<file path="config.mk">
export PLATFORM = sky130hd
export DESIGN_NAME = wb_port_arbiter_flat
export DESIGN_NICKNAME = d
export VERILOG_FILES = /design/src/rtl/wb_port_arbiter_if.sv /design/src/rtl/wb_port_arbiter.sv /design/src/flat_wrapper.sv
export SDC_FILE = /design/constraint.sdc
export NUM_CORES = 1
export LEC_CHECK = 0
export CAP_MARGIN = 10
export CORE_AREA = 2 2 124 126
export CTS_CLUSTER_DIAMETER = 200
export DETAILED_ROUTE_END_ITERATION = 7
export DIE_AREA = 0 0 126 128
export PLACE_DENSITY = 0.78
export SYNTH_ARGS = -nofsm -noshare
export SYNTH_HDL_FRONTEND = slang
export SYNTH_SLANG_ARGS = --single-unit
</file>
<file path="constraint.sdc">
create_clock -name clk_i -period 2.3 [get_ports clk_i]
set_input_delay 0.23 -clock clk_i [delete_from_list [all_inputs] [get_ports clk_i]]
set_output_delay 0.23 -clock clk_i [all_outputs]
set_load 0.005 [all_outputs]
</file>
<file path="src/rtl/wb_port_arbiter_if.sv">
// Writeback arbiter bus: ALU (A) and load (L) push ports plus the register-file write port.
interface wb_port_arbiter_if #(
  parameter int unsigned REGISTER_WIDTH = 5,
  parameter int unsigned DATA_WIDTH     = 32
);
  logic                      a_valid;
  logic                      a_ready;
  logic                      a_wr_en;
  logic [REGISTER_WIDTH-1:0] a_reg;
  logic [DATA_WIDTH-1:0]     a_data;
  logic                      l_valid;
  logic                      l_ready;
  logic                      l_wr_en;
  logic [REGISTER_WIDTH-1:0] l_reg;
  logic [DATA_WIDTH-1:0]     l_data;
  logic                      reg_wr_en;
  logic [REGISTER_WIDTH-1:0] wr_reg;
  logic [DATA_WIDTH-1:0]     wr_data;
  logic                      grant_l;
  logic                      busy;

  // Producer side: drives both push ports, observes the write port.
  modport master (
    output a_valid, a_wr_en, a_reg, a_data,
    output l_valid, l_wr_en, l_reg, l_data,
    input  a_ready, l_ready,
    input  reg_wr_en, wr_reg, wr_data, grant_l, busy
  );

  // Arbiter side.
  modport slave (
    input  a_valid, a_wr_en, a_reg, a_data,
    input  l_valid, l_wr_en, l_reg, l_data,
    output a_ready, l_ready,
    output reg_wr_en, wr_reg, wr_data, grant_l, busy
  );
endinterface

</file>
<file path="src/rtl/wb_port_arbiter.sv">
// Writeback port arbiter: per-source FIFOs (index 0 = ALU, 1 = load) drained by a
// load-priority arbiter with a starvation guard onto a registered register-file write port.
module wb_port_arbiter #(
  parameter int unsigned REGISTER_WIDTH = 5,
  parameter int unsigned DATA_WIDTH     = 32,
  parameter int unsigned FIFO_DEPTH     = 2,
  parameter int unsigned STARVE_LIMIT   = 3
) (
  input  logic             clk_i,
  input  logic             rst_i,
  wb_port_arbiter_if.slave bus
);
  localparam int unsigned PtrW = $clog2(FIFO_DEPTH);
  localparam int unsigned CntW = $clog2(FIFO_DEPTH + 1);
  localparam int unsigned StW  = $clog2(STARVE_LIMIT + 1);

  localparam logic [PtrW-1:0] PtrOne  = PtrW'(1);
  localparam logic [CntW-1:0] CntOne  = CntW'(1);
  localparam logic [CntW-1:0] CntFull = CntW'(FIFO_DEPTH);
  localparam logic [StW-1:0]  StOne   = StW'(1);
  localparam logic [StW-1:0]  StMax   = StW'(STARVE_LIMIT);

  typedef struct packed {
    logic                      wr_en;
    logic [REGISTER_WIDTH-1:0] rd;
    logic [DATA_WIDTH-1:0]     data;
  } entry_t;

  entry_t                    mem_q [2][FIFO_DEPTH];
  logic [PtrW-1:0]           wptr_q [2];
  logic [PtrW-1:0]           wptr_d [2];
  logic [PtrW-1:0]           rptr_q [2];
  logic [PtrW-1:0]           rptr_d [2];
  logic [CntW-1:0]           cnt_q [2];
  logic [CntW-1:0]           cnt_d [2];
  logic [StW-1:0]            starve_q, starve_d;
  logic                      reg_wr_en_q, reg_wr_en_d;
  logic [REGISTER_WIDTH-1:0] wr_reg_q, wr_reg_d;
  logic [DATA_WIDTH-1:0]     wr_data_q, wr_data_d;
  logic                      grant_l_q, grant_l_d;

  entry_t     in_entry [2];
  entry_t     head;
  logic [1:0] in_valid, ready, push, pop, nonempty;

  // Gather the two push ports into indexable form.
  always_comb begin
    in_valid    = {bus.l_valid, bus.a_valid};
    in_entry[0] = '{wr_en: bus.a_wr_en, rd: bus.a_reg, data: bus.a_data};
    in_entry[1] = '{wr_en: bus.l_wr_en, rd: bus.l_reg, data: bus.l_data};
  end

  // Handshake and arbitration: loads win unless A has lost STARVE_LIMIT times in a row.
  always_comb begin
    for (int p = 0; p < 2; p++) begin
      nonempty[p] = cnt_q[p] != '0;
      ready[p]    = cnt_q[p] != CntFull;
      push[p]     = in_valid[p] & ready[p];
    end
    pop = '0;
    if (nonempty[0] && (!nonempty[1] || starve_q == StMax)) begin
      pop[0] = 1'b1;
    end else if (nonempty[1]) begin
      pop[1] = 1'b1;
    end
  end

  // FIFO pointer and occupancy next state; pointers wrap naturally since depth is a power of 2.
  always_comb begin
    for (int p = 0; p < 2; p++) begin
      wptr_d[p] = push[p] ? wptr_q[p] + PtrOne : wptr_q[p];
      rptr_d[p] = pop[p] ? rptr_q[p] + PtrOne : rptr_q[p];
      cnt_d[p]  = cnt_q[p];
      if (push[p] && !pop[p]) begin
        cnt_d[p] = cnt_q[p] + CntOne;
      end else if (pop[p] && !push[p]) begin
        cnt_d[p] = cnt_q[p] - CntOne;
      end
    end
  end

  // Starvation count and write-port next state; index/data hold when nothing pops.
  always_comb begin
    starve_d    = '0;
    if (nonempty == 2'b11 && pop[1]) begin
      starve_d = (starve_q == StMax) ? StMax : starve_q + StOne;
    end
    head        = pop[1] ? mem_q[1][rptr_q[1]] : mem_q[0][rptr_q[0]];
    reg_wr_en_d = 1'b0;
    grant_l_d   = 1'b0;
    wr_reg_d    = wr_reg_q;
    wr_data_d   = wr_data_q;
    if (|pop) begin
      reg_wr_en_d = head.wr_en;
      grant_l_d   = pop[1];
      wr_reg_d    = head.rd;
      wr_data_d   = head.data;
    end
  end

  // FIFO storage; contents are don't-care while the count says empty, so no reset.
  always_ff @(posedge clk_i) begin
    for (int p = 0; p < 2; p++) begin
      if (push[p]) begin
        mem_q[p][wptr_q[p]] <= in_entry[p];
      end
    end
  end

  // State registers with synchronous active-low reset.
  always_ff @(posedge clk_i) begin
    if (!rst_i) begin
      for (int p = 0; p < 2; p++) begin
        wptr_q[p] <= '0;
        rptr_q[p] <= '0;
        cnt_q[p]  <= '0;
      end
      starve_q    <= '0;
      reg_wr_en_q <= 1'b0;
      wr_reg_q    <= '0;
      wr_data_q   <= '0;
      grant_l_q   <= 1'b0;
    end else begin
      for (int p = 0; p < 2; p++) begin
        wptr_q[p] <= wptr_d[p];
        rptr_q[p] <= rptr_d[p];
        cnt_q[p]  <= cnt_d[p];
      end
      starve_q    <= starve_d;
      reg_wr_en_q <= reg_wr_en_d;
      wr_reg_q    <= wr_reg_d;
      wr_data_q   <= wr_data_d;
      grant_l_q   <= grant_l_d;
    end
  end

  assign bus.a_ready   = ready[0];
  assign bus.l_ready   = ready[1];
  assign bus.busy      = |nonempty;
  assign bus.reg_wr_en = reg_wr_en_q;
  assign bus.wr_reg    = wr_reg_q;
  assign bus.wr_data   = wr_data_q;
  assign bus.grant_l   = grant_l_q;
endmodule

</file>
<file path="src/flat_wrapper.sv">
// flat-port wrapper written by rule: the top's interface ports become plain ports
module wb_port_arbiter_flat 
#(
  parameter int unsigned REGISTER_WIDTH = 5,
  parameter int unsigned DATA_WIDTH     = 32,
  parameter int unsigned FIFO_DEPTH     = 2,
  parameter int unsigned STARVE_LIMIT   = 3
)
  (clk_i, rst_i, bus_a_valid, bus_a_wr_en, bus_a_reg, bus_a_data, bus_l_valid, bus_l_wr_en, bus_l_reg, bus_l_data, bus_a_ready, bus_l_ready, bus_reg_wr_en, bus_wr_reg, bus_wr_data, bus_grant_l, bus_busy);
  wb_port_arbiter_if #(.REGISTER_WIDTH(REGISTER_WIDTH), .DATA_WIDTH(DATA_WIDTH)) bus_i ();
  input  logic clk_i;
  input  logic rst_i;
  input wire logic [$bits(bus_i.a_valid)-1:0] bus_a_valid;
  input wire logic [$bits(bus_i.a_wr_en)-1:0] bus_a_wr_en;
  input wire logic [$bits(bus_i.a_reg)-1:0] bus_a_reg;
  input wire logic [$bits(bus_i.a_data)-1:0] bus_a_data;
  input wire logic [$bits(bus_i.l_valid)-1:0] bus_l_valid;
  input wire logic [$bits(bus_i.l_wr_en)-1:0] bus_l_wr_en;
  input wire logic [$bits(bus_i.l_reg)-1:0] bus_l_reg;
  input wire logic [$bits(bus_i.l_data)-1:0] bus_l_data;
  output wire logic [$bits(bus_i.a_ready)-1:0] bus_a_ready;
  output wire logic [$bits(bus_i.l_ready)-1:0] bus_l_ready;
  output wire logic [$bits(bus_i.reg_wr_en)-1:0] bus_reg_wr_en;
  output wire logic [$bits(bus_i.wr_reg)-1:0] bus_wr_reg;
  output wire logic [$bits(bus_i.wr_data)-1:0] bus_wr_data;
  output wire logic [$bits(bus_i.grant_l)-1:0] bus_grant_l;
  output wire logic [$bits(bus_i.busy)-1:0] bus_busy;
  assign bus_i.a_valid = bus_a_valid;
  assign bus_i.a_wr_en = bus_a_wr_en;
  assign bus_i.a_reg = bus_a_reg;
  assign bus_i.a_data = bus_a_data;
  assign bus_i.l_valid = bus_l_valid;
  assign bus_i.l_wr_en = bus_l_wr_en;
  assign bus_i.l_reg = bus_l_reg;
  assign bus_i.l_data = bus_l_data;
  assign bus_a_ready = bus_i.a_ready;
  assign bus_l_ready = bus_i.l_ready;
  assign bus_reg_wr_en = bus_i.reg_wr_en;
  assign bus_wr_reg = bus_i.wr_reg;
  assign bus_wr_data = bus_i.wr_data;
  assign bus_grant_l = bus_i.grant_l;
  assign bus_busy = bus_i.busy;
  wb_port_arbiter #(.REGISTER_WIDTH(REGISTER_WIDTH), .DATA_WIDTH(DATA_WIDTH), .FIFO_DEPTH(FIFO_DEPTH), .STARVE_LIMIT(STARVE_LIMIT)) u_core (.clk_i(clk_i), .rst_i(rst_i), .bus(bus_i));
endmodule
</file>
==> results of run 1 <==
## routing by layer
layer	share of wire, %	GRT usage [%]	up-vias
met5	0	0	-
met4	1.4	6.012	0
met3	6.6	3.631	20
met2	52	36.81	178
met1	40	26.15	2320
li1	-	-	2124
## power groups by stage
stage	logic (mW)	registers (mW)	clock network [mW]
2_1_floorplan	2.20	4.94	0
3_3_place_gp	3.28	5.08	0
3_5_place_dp	3.40	5.11	0
4_1_cts	3.45	5.04	3.36
5_1_grt	3.71	5.10	3.51
6_report	3.43	5.04	3.32
## logic make-up (layout without fill, tap and decap cells)
group,Yosys count,after routing
buffers and inverters,38,176
flip-flops,201,201
AND/OR/NAND/NOR,66,66
XOR/XNOR,5,5
adder cells (fa/ha/maj),2,2
AO/OA/AOI/OAI,91,91
multiplexers,74,74
## final timing paths
path	from	end	slack, ns	cells past startpoint
min	bus_a_data[1]	u_core.mem_q[0][1]	0.32	1
max	u_core.cnt_q[0][2]	bus_busy	0.22	3
min reg2reg	u_core.bus.wr_data[22]	u_core.bus.wr_data[22]	0.47	1
max reg2reg	u_core.cnt_q[0][0]	u_core.cnt_q[0][1]	0.36	5
## cell usage in the layout, fill, tap and decap left out, types with 3 or more instances in the layout
cell type        instances
a2111oi_2                3
edfxtp_1               152
clkdlybuf4s50_1        121
mux2i_1                 73
dfxtp_1                 47
a21oi_1                  6
clkbuf_1                 6
nand3_1                 36
clkinv_1                 3
o21ai_0                 40
buf_12                   6
a32o_2                   5
xor2_1                   4
nor2_1                   7
clkbuf_16               21
inv_2                    3
or3_1                    5
bufinv_16                3
a32o_1                  31
clkinv_2                 3
buf_4                    8
## repair_timing
item                       in CTS  in global routing
resized for setup               0                  0
setup endpoints to repair       0                  1
buffers inserted                0                  1
hold endpoints to repair        0                  0
## cell type report
class                      count  area [um2]  share of cell area, %
clock inverter                 9       116.4                  1.190
clock buffer                  28       561.8                  5.745
tap                          188       235.2                  2.405
multi-input combinational    238        1912                  19.55
inverter                       4       15.01                 0.1535
timing repair buffer         135        1391                  14.23
sequential                   201        5548                  56.73
## critical path, stage by stage, from the launching register on
cell and delay (ns):
dfxtp_1 0.42, nor4_4 0.36, inv_2 0.12, clkdlybuf4s50_1 0.47
==> flow_summary_export.csv, run 1 <==
group,metric,value,unit
timing,fin_ws,0.2176,ns
power_and_ir_drop,peakVddDrop,0.5907,mV
cts,ctsHoldBuffers,0,
final_layout,fillers,1058,
power_and_ir_drop,power.internal,8.384,mW
cts,numCtsBuffers,21,
synthesis,yosysUniqueCellTypes,39,
global_route,grt_pass1_vias,4925,
cts,cts_tree,"done",
drt,vias,4642,
drt,drt_iter0_markers,453,
final_layout,post-route-util,65.79,%
power_and_ir_drop,combPwrFrac,29.1,%
timing,finalCriticalPeriod,2.082,ns
synthesis,synth-seq-cells,201,
placed_design,dp_cells,765,
placed_design,port_buffers,121,
power_and_ir_drop,seqPwrFrac,42.8,%
synthesis,synth_compound_area_share,9.266,%
synthesis,synthArstFlopShare,0,%
synthesis,syn-cell-area,0.007656,mm2
timing,hold_ws,0.3224,ns
die,dieArea,0.01613,mm2
global_route,grt.overflow.total,0,
synthesis,ys_top_cells_by_count,"edfxtp_1, mux2i_1, dfxtp_1, o21ai_0, nand3_1",
cts,clock_sinks,201,
power_and_ir_drop,power,11.79,mW
flow_run,drv_cap,0,
synthesis,syn_area_per_cell,16.05,um2
cts,cts_buffer_depth,3,
synthesis,synthMuxAreaShare,9.691,%
cts,cts-htree-levels,1,
global_route,grt_max_degree,41,
cts,root_buffer,"clkbuf_16",
synthesis,yosysMostFrequentCell,"edfxtp_1",
drt,drtPass1Iterations,5,
synthesis,yosysTopAreaCell,"edfxtp_1",
synthesis,synth_top_family_by_area,"multiplexers",
synthesis,synthXorXnorAreaFrac,0.5720,%
hold_path,hold_path.class,"in2reg",
synthesis,yosys.area_share.simple,4.919,%
worst_setup_path,start_kind,"flip-flop",
drt,remaining_drc_errors,0,
power_and_ir_drop,leakage,3.318,nW
global_route,grt_usage,20.69,%
die,start_util,51.51,%
synthesis,yosysTopAreaCellShare,59.62,%
timing,drv_slew,0,
worst_setup_path,cp-end-kind,"output port",
placed_design,dp_hpwl,10490,um
synthesis,synth_ff_type,"edfxtp_1",
drt,wl_per_cell,20.94,um
power_and_ir_drop,p_per_area,1206,mW/mm2
placed_design,place_area,0.009094,mm2
worst_setup_path,arrival,1.85,ns
die,die_h,128,um
synthesis,yosys-top-cells-area,"edfxtp_1, dfxtp_1, mux2i_1",
final_layout,area_growth,27.73,%
timing,skew,0.01112,ns
die,die_width,126,um
timing,worstMarginPinSlew,0.9731,ns
worst_setup_path,crit_fanout,7,
die,ios,122,
final_layout,n_antenna_cell,0,
synthesis,seq_area_frac_synth,72.43,%
final_layout,drive_gt1_share,10.89,%
global_route,antenna_found_initial,0,
cts,clock_latency,0.49,ns
timing,hold_viol,0,
cts,clk_pin_slew_worst_paths,0.06,ns
placed_design,gp_congestion,0.7759,
synthesis,synth-edff-count,152,
power_and_ir_drop,clock_power_share,28.1,%
timing,setup_violations,0,
placed_design,place_ws,0.3432,ns
drt,wl,16820,um
die,core_area,0.01486,mm2
final_layout,fin_cells,803,
synthesis,synth_fa_ha_area_share,0.3269,%
power_and_ir_drop,switching_share,28.89,%
final_layout,fin_area,0.009779,mm2
timing,fin_crit_sh,90.54,%
final_layout,largest_reg_flops,152,
global_route,grt_pass1_wl,25920,um
power_and_ir_drop,p_sw,3.407,mW
timing,final.setup.tns,0,ns
worst_setup_path,worstPathRequired,2.07,ns
final_layout,fin_nets,683,
synthesis,ys_warn_count,0,
status,status,"complete, no violations",
timing,max_freq,480.2,MHz
synthesis,synthesis.nets,559,
worst_setup_path,setup.worst_path.class,"reg2out",
die,std_cell_rows,45,
synthesis,syn_inst,477,
timing,rsz0062_at_grt,"no",
drt,drt-vias-per-instance,5.781,
drt,postRouteAntennaNets,0,
timing,slew_headroom,34.98,%
Power figures use the tool's default switching activity.
==> run 2, diff against run 1 <==
MAX_ROUTING_LAYER = met4   (was not set)
==> run 2 against run 1 <==
Effect of this change: maximum frequency hardly changed; final cell count unchanged; critical path depth unchanged; die area did not move; critical path type unchanged; largest power group unchanged.
==> flow_summary_export.csv, run 2 (synthesis gave the netlist of run 1 again) <==
group,metric,value,unit
timing,rsz0062_at_grt,"no",
power_and_ir_drop,p_per_area,1206,mW/mm2
worst_setup_path,reg2reg_depth,4,
final_layout,area_growth,27.73,%
cts,cts-htree-levels,1,
global_route,grt_max_degree,41,
final_layout,fin_nets,683,
cts,clock_latency,0.49,ns
final_layout,layout_commonest_cell,"edfxtp_1",
drt,vias,4677,
timing,worstMarginPinSlew,0.9860,ns
timing,hold_viol,0,
cts,root_buffer,"clkbuf_16",
worst_setup_path,start_kind,"flip-flop",
worst_setup_path,worstPathRequired,2.07,ns
timing,max_freq,480.0,MHz
status,status,"complete, no violations",
global_route,grt.overflow.total,0,
cts,clk_pin_slew_worst_paths,0.06,ns
drt,drt-vias-per-instance,5.824,
die,ios,122,
worst_setup_path,crit_fanout,7,
global_route,grt_pass1_wl,25900,um
die,core_area,0.01486,mm2
cts,cts_buffer_depth,3,
timing,slew_headroom,34.11,%
drt,postRouteAntennaNets,0,
hold_path,hold_path.class,"in2reg",
power_and_ir_drop,leakage,3.318,nW
worst_setup_path,arrival,1.85,ns
die,start_util,51.51,%
placed_design,dp_hpwl,10490,um
worst_setup_path,timing.rr.start,"u_core.cnt_q[0][2]",
drt,wl_per_cell,21.09,um
die,std_cell_rows,45,
final_layout,n_antenna_cell,0,
final_layout,largest_reg_flops,152,
drt,drt_iter0_markers,405,
timing,setup_violations,0,
worst_setup_path,critPathLaunch,"u_core.cnt_q[0][2]",
worst_setup_path,cp-end-kind,"output port",
global_route,grt_usage,21.31,%
cts,clock_sinks,201,
drt,drtPass1Iterations,5,
worst_setup_path,crit_path_end,"bus_busy",
die,dieArea,0.01613,mm2
flow_run,drv_cap,0,
die,die_width,126,um
cts,numCtsBuffers,21,
drt,wl,16930,um
timing,drv_slew,0,
cts,ctsHoldBuffers,0,
power_and_ir_drop,peakVddDrop,0.5866,mV
final_layout,final_cell_mix,"edfxtp_1, clkdlybuf4s50_1, mux2i_1, dfxtp_1, o21ai_0",
placed_design,gp_congestion,0.7865,
drt,remaining_drc_errors,0,
global_route,antenna_found_initial,0,
worst_setup_path,r2r-end,"u_core.bus.wr_data[18]",
die,die_h,128,um
global_route,grt_pass1_vias,4937,
final_layout,drive_gt1_share,10.89,%
worst_setup_path,r2r_setup_slack,0.36,ns
cts,ctsResizeCount,0,
timing,skew,0.01057,ns
cts,cts_tree,"done",
final_layout,post-route-util,65.79,%
timing,final.setup.tns,0,ns
timing,fin_crit_sh,90.59,%
placed_design,port_buffers,121,
worst_setup_path,setup.worst_path.class,"reg2out",
timing,finalCriticalPeriod,2.083,ns
## run 2: final cells by class
type	count	area, um2
Sequential cell	201	5548
Tap cell	188	235.2
Clock buffer	28	561.8
Fill cell	1058	5085
Inverter	4	15.01
Multi-Input combinational cell	238	1912
Timing Repair Buffer	135	1391
Clock inverter	9	116.4
## run 2: stage by stage
step / setup WS, ns / instance area [um2] / std cells / hold slack (ns) / power, mW
6_report: 0.2165 / 9779 / 803 / 0.3244 / 11.80
3_5_place_dp: 0.3432 / 9094 / 765 / 0.4600 / 8.509
2_1_floorplan: 0.2356 / 7656 / 477 / 0.3289 / 7.137
3_3_place_gp: 0.4176 / 9094 / 765 / 0.4533 / 8.355
5_1_grt: 0.1378 / 9779 / 803 / 0.3198 / 12.32
4_1_cts: 0.01608 / 9772 / 802 / 0.3107 / 11.85
## run 2: repair_timing
item | 4_1_cts | 5_1_grt
endpoints found under the setup margin | 0 | 1
hold endpoints to repair | 0 | 0
setup buffers | 0 | 1
## run 2: worst max-delay path, cell delays in order (launching register included)
cell,delay [ns]
dfxtp_1,0.41
nor4_4,0.36
inv_2,0.12
clkdlybuf4s50_1,0.47
## run 2: power breakdown
group / switching [mW] / internal (mW) / leakage, nW
registers: 0.405 / 4.64 / 1.83
logic: 1.73 / 1.70 / 1.16
clock network: 1.28 / 2.05 / 0.332
total: 3.41 / 8.38 / 3.32
## run 2: layer usage
metal	track usage, %	vias up	share of wire (%)
met4	6.206	0	1.6
li1	-	2123	-
met2	36.72	154	52
met3	3.464	22	5.9
met1	26.23	2378	41
met5	-	-	0
## run 2: how the worst min path moves through the flow
stage                                start                     end  slack [ns]  depth (start not counted)
global placement      u_core.bus.wr_reg[1]    u_core.bus.wr_reg[1]        0.45                          1
CTS                         bus_l_data[16]     u_core.mem_q[0][92]        0.31                          1
floorplan                    bus_a_data[0]      u_core.mem_q[0][0]        0.33                          0
detailed placement  u_core.bus.wr_data[22]  u_core.bus.wr_data[22]        0.46                          1
global route                 bus_l_data[9]    u_core.mem_q[0][123]        0.32                          1
finish                       bus_l_data[3]    u_core.mem_q[0][117]        0.32                          1
==> run 3, diff against run 2 <==
CTS_BUF_LIST = sky130_fd_sc_hd__clkbuf_16   (was not set)
==> run 3 against run 2 <==
Effect of this change: sequential power about the same; critical path type unchanged; clock power down 2%; die area unchanged; count of clock-buffer cells in the layout down 7; global-route usage unchanged; final cell count unchanged; non-clock buffer count unchanged; clock skew about the same; combinational power about the same; critical path depth unchanged; final area down 0.10%; flip-flop and latch count unchanged.
==> flow_summary_export.csv, run 3 (synthesis gave the netlist of run 1 again) <==
group,metric,value,unit
final_layout,largest_reg_flops,152,
drt,drt-vias-per-instance,5.797,
power_and_ir_drop,power,11.72,mW
worst_setup_path,crit_fanout,7,
status,status,"complete, no violations",
hold_path,min_path_cells,1,
hold_path,holdPathEnd,"u_core.mem_q[0][1]",
worst_setup_path,timing.rr.start,"u_core.cnt_q[0][2]",
drt,postRouteAntennaNets,0,
timing,hold_ws,0.3244,ns
worst_setup_path,setup.worst_path.class,"reg2out",
cts,clock_sinks,201,
die,std_cell_rows,45,
worst_setup_path,arrival,1.85,ns
timing,slew_headroom,34.19,%
worst_setup_path,r2r-end,"u_core.bus.wr_data[18]",
final_layout,fin_cells,803,
drt,vias,4655,
worst_setup_path,r2r_setup_slack,0.36,ns
flow_run,drv_cap,0,
timing,drv_slew,0,
cts,cts_tree,"done",
global_route,grt_max_degree,41,
timing,finalCriticalPeriod,2.080,ns
placed_design,gp_congestion,0.7865,
final_layout,fin_area,0.009769,mm2
timing,final.setup.tns,0,ns
cts,ctsResizeCount,0,
timing,worstMarginPinSlew,0.9848,ns
cts,clk_pin_slew_worst_paths,0.06,ns
drt,remaining_drc_errors,0,
worst_setup_path,critical_path.cell_chain,"nor4_4 -> inv_2 -> clkdlybuf4s50_1",
worst_setup_path,cp_top_family,"buffers and inverters",
timing,rsz0062_at_grt,"no",
placed_design,port_buffers,121,
timing,hold_viol,0,
die,ios,122,
die,dieArea,0.01613,mm2
global_route,grt_pass1_vias,4948,
power_and_ir_drop,leakage,3.337,nW
worst_setup_path,cp-end-kind,"output port",
cts,cts_setup_buffers,0,
final_layout,drive_gt1_share,10.73,%
worst_setup_path,max_stage_delay,0.47,ns
cts,cts-htree-levels,1,
final_layout,layout_commonest_cell,"edfxtp_1",
global_route,antenna_found_initial,0,
timing,fin_crit_sh,90.44,%
cts,cts_buffer_depth,3,
final_layout,fin_nets,683,
drt,wl_per_cell,20.99,um
drt,drt_iter0_markers,454,
global_route,grt_pass1_wl,25900,um
power_and_ir_drop,peakVddDrop,0.5829,mV
final_layout,area_growth,27.60,%
global_route,grt_usage,21.31,%
die,start_util,51.51,%
hold_path,hold_path_startpoint,"bus_a_data[1]",
worst_setup_path,start_kind,"flip-flop",
worst_setup_path,worstPathRequired,2.07,ns
die,die_h,128,um
cts,ctsHoldBuffers,0,
worst_setup_path,path_buf_inv,2,
power_and_ir_drop,p_per_area,1200,mW/mm2
cts,numCtsBuffers,21,
placed_design,place_area,0.009094,mm2
cts,root_buffer,"clkbuf_16",
final_layout,n_antenna_cell,0,
timing,max_freq,480.7,MHz
final_layout,final_cell_mix,"edfxtp_1, clkdlybuf4s50_1, mux2i_1, dfxtp_1, o21ai_0",
die,die_width,126,um
timing,setup_violations,0,
worst_setup_path,reg2reg_depth,4,
timing,skew,0.01078,ns
cts,clock_latency,0.49,ns
die,core_area,0.01486,mm2
worst_setup_path,crit_slowest_cell,"clkdlybuf4s50_1",
drt,wl,16850,um
placed_design,dp_cells,765,
drt,drtPass1Iterations,6,
hold_path,hold_path.class,"in2reg",
placed_design,dp_hpwl,10490,um
global_route,grt.overflow.total,0,
[run 3: report_power, final]
part	internal, mW	switching (mW)	total (mW)	leakage [nW]
clock	1.98	1.27	3.25	0.351
combinational	1.70	1.72	3.43	1.16
sequential	4.64	0.405	5.04	1.83
[run 3: per-stage QoR]
| stage | worst slack [ns] | utilization (%) |
|---|---|---|
| after detailed placement | 0.3432 | 61.18 |
| after CTS | 0.01608 | 65.67 |
| after floorplan | 0.2356 | - |
| after global routing | 0.1378 | 65.72 |
| final | 0.2198 | 65.72 |
| after global placement | 0.4176 | 61.18 |
[run 3: worst max path at each step]
stage                                  start                      to  slack [ns]  cells past startpoint
final                     u_core.cnt_q[0][2]                bus_busy        0.22                      3
after detailed placement               rst_i  u_core.bus.wr_data[11]        0.34                      4
after global routing      u_core.cnt_q[0][2]                bus_busy        0.14                      3
after global placement                 rst_i  u_core.bus.wr_data[10]        0.42                      4
after floorplan           u_core.cnt_q[0][0]      u_core.mem_q[0][0]        0.24                      3
after CTS                 u_core.cnt_q[0][1]                bus_busy        0.02                      3
[run 3: cell type report]
cell class | instances | area [um2]
inverters | 4 | 15.01
clock buffers | 21 | 525.5
well taps | 188 | 235.2
flip-flops and latches | 201 | 5548
multi-input cells | 238 | 1912
repair buffers | 135 | 1391
fillers | 1060 | 5095
clock inverters | 16 | 142.6
[run 3: routing by layer]
layer	global-route usage, %	wire, um
met1	26.18	6723
met2	36.78	8801
met3	3.464	1083
met4	6.206	246
met5	-	0
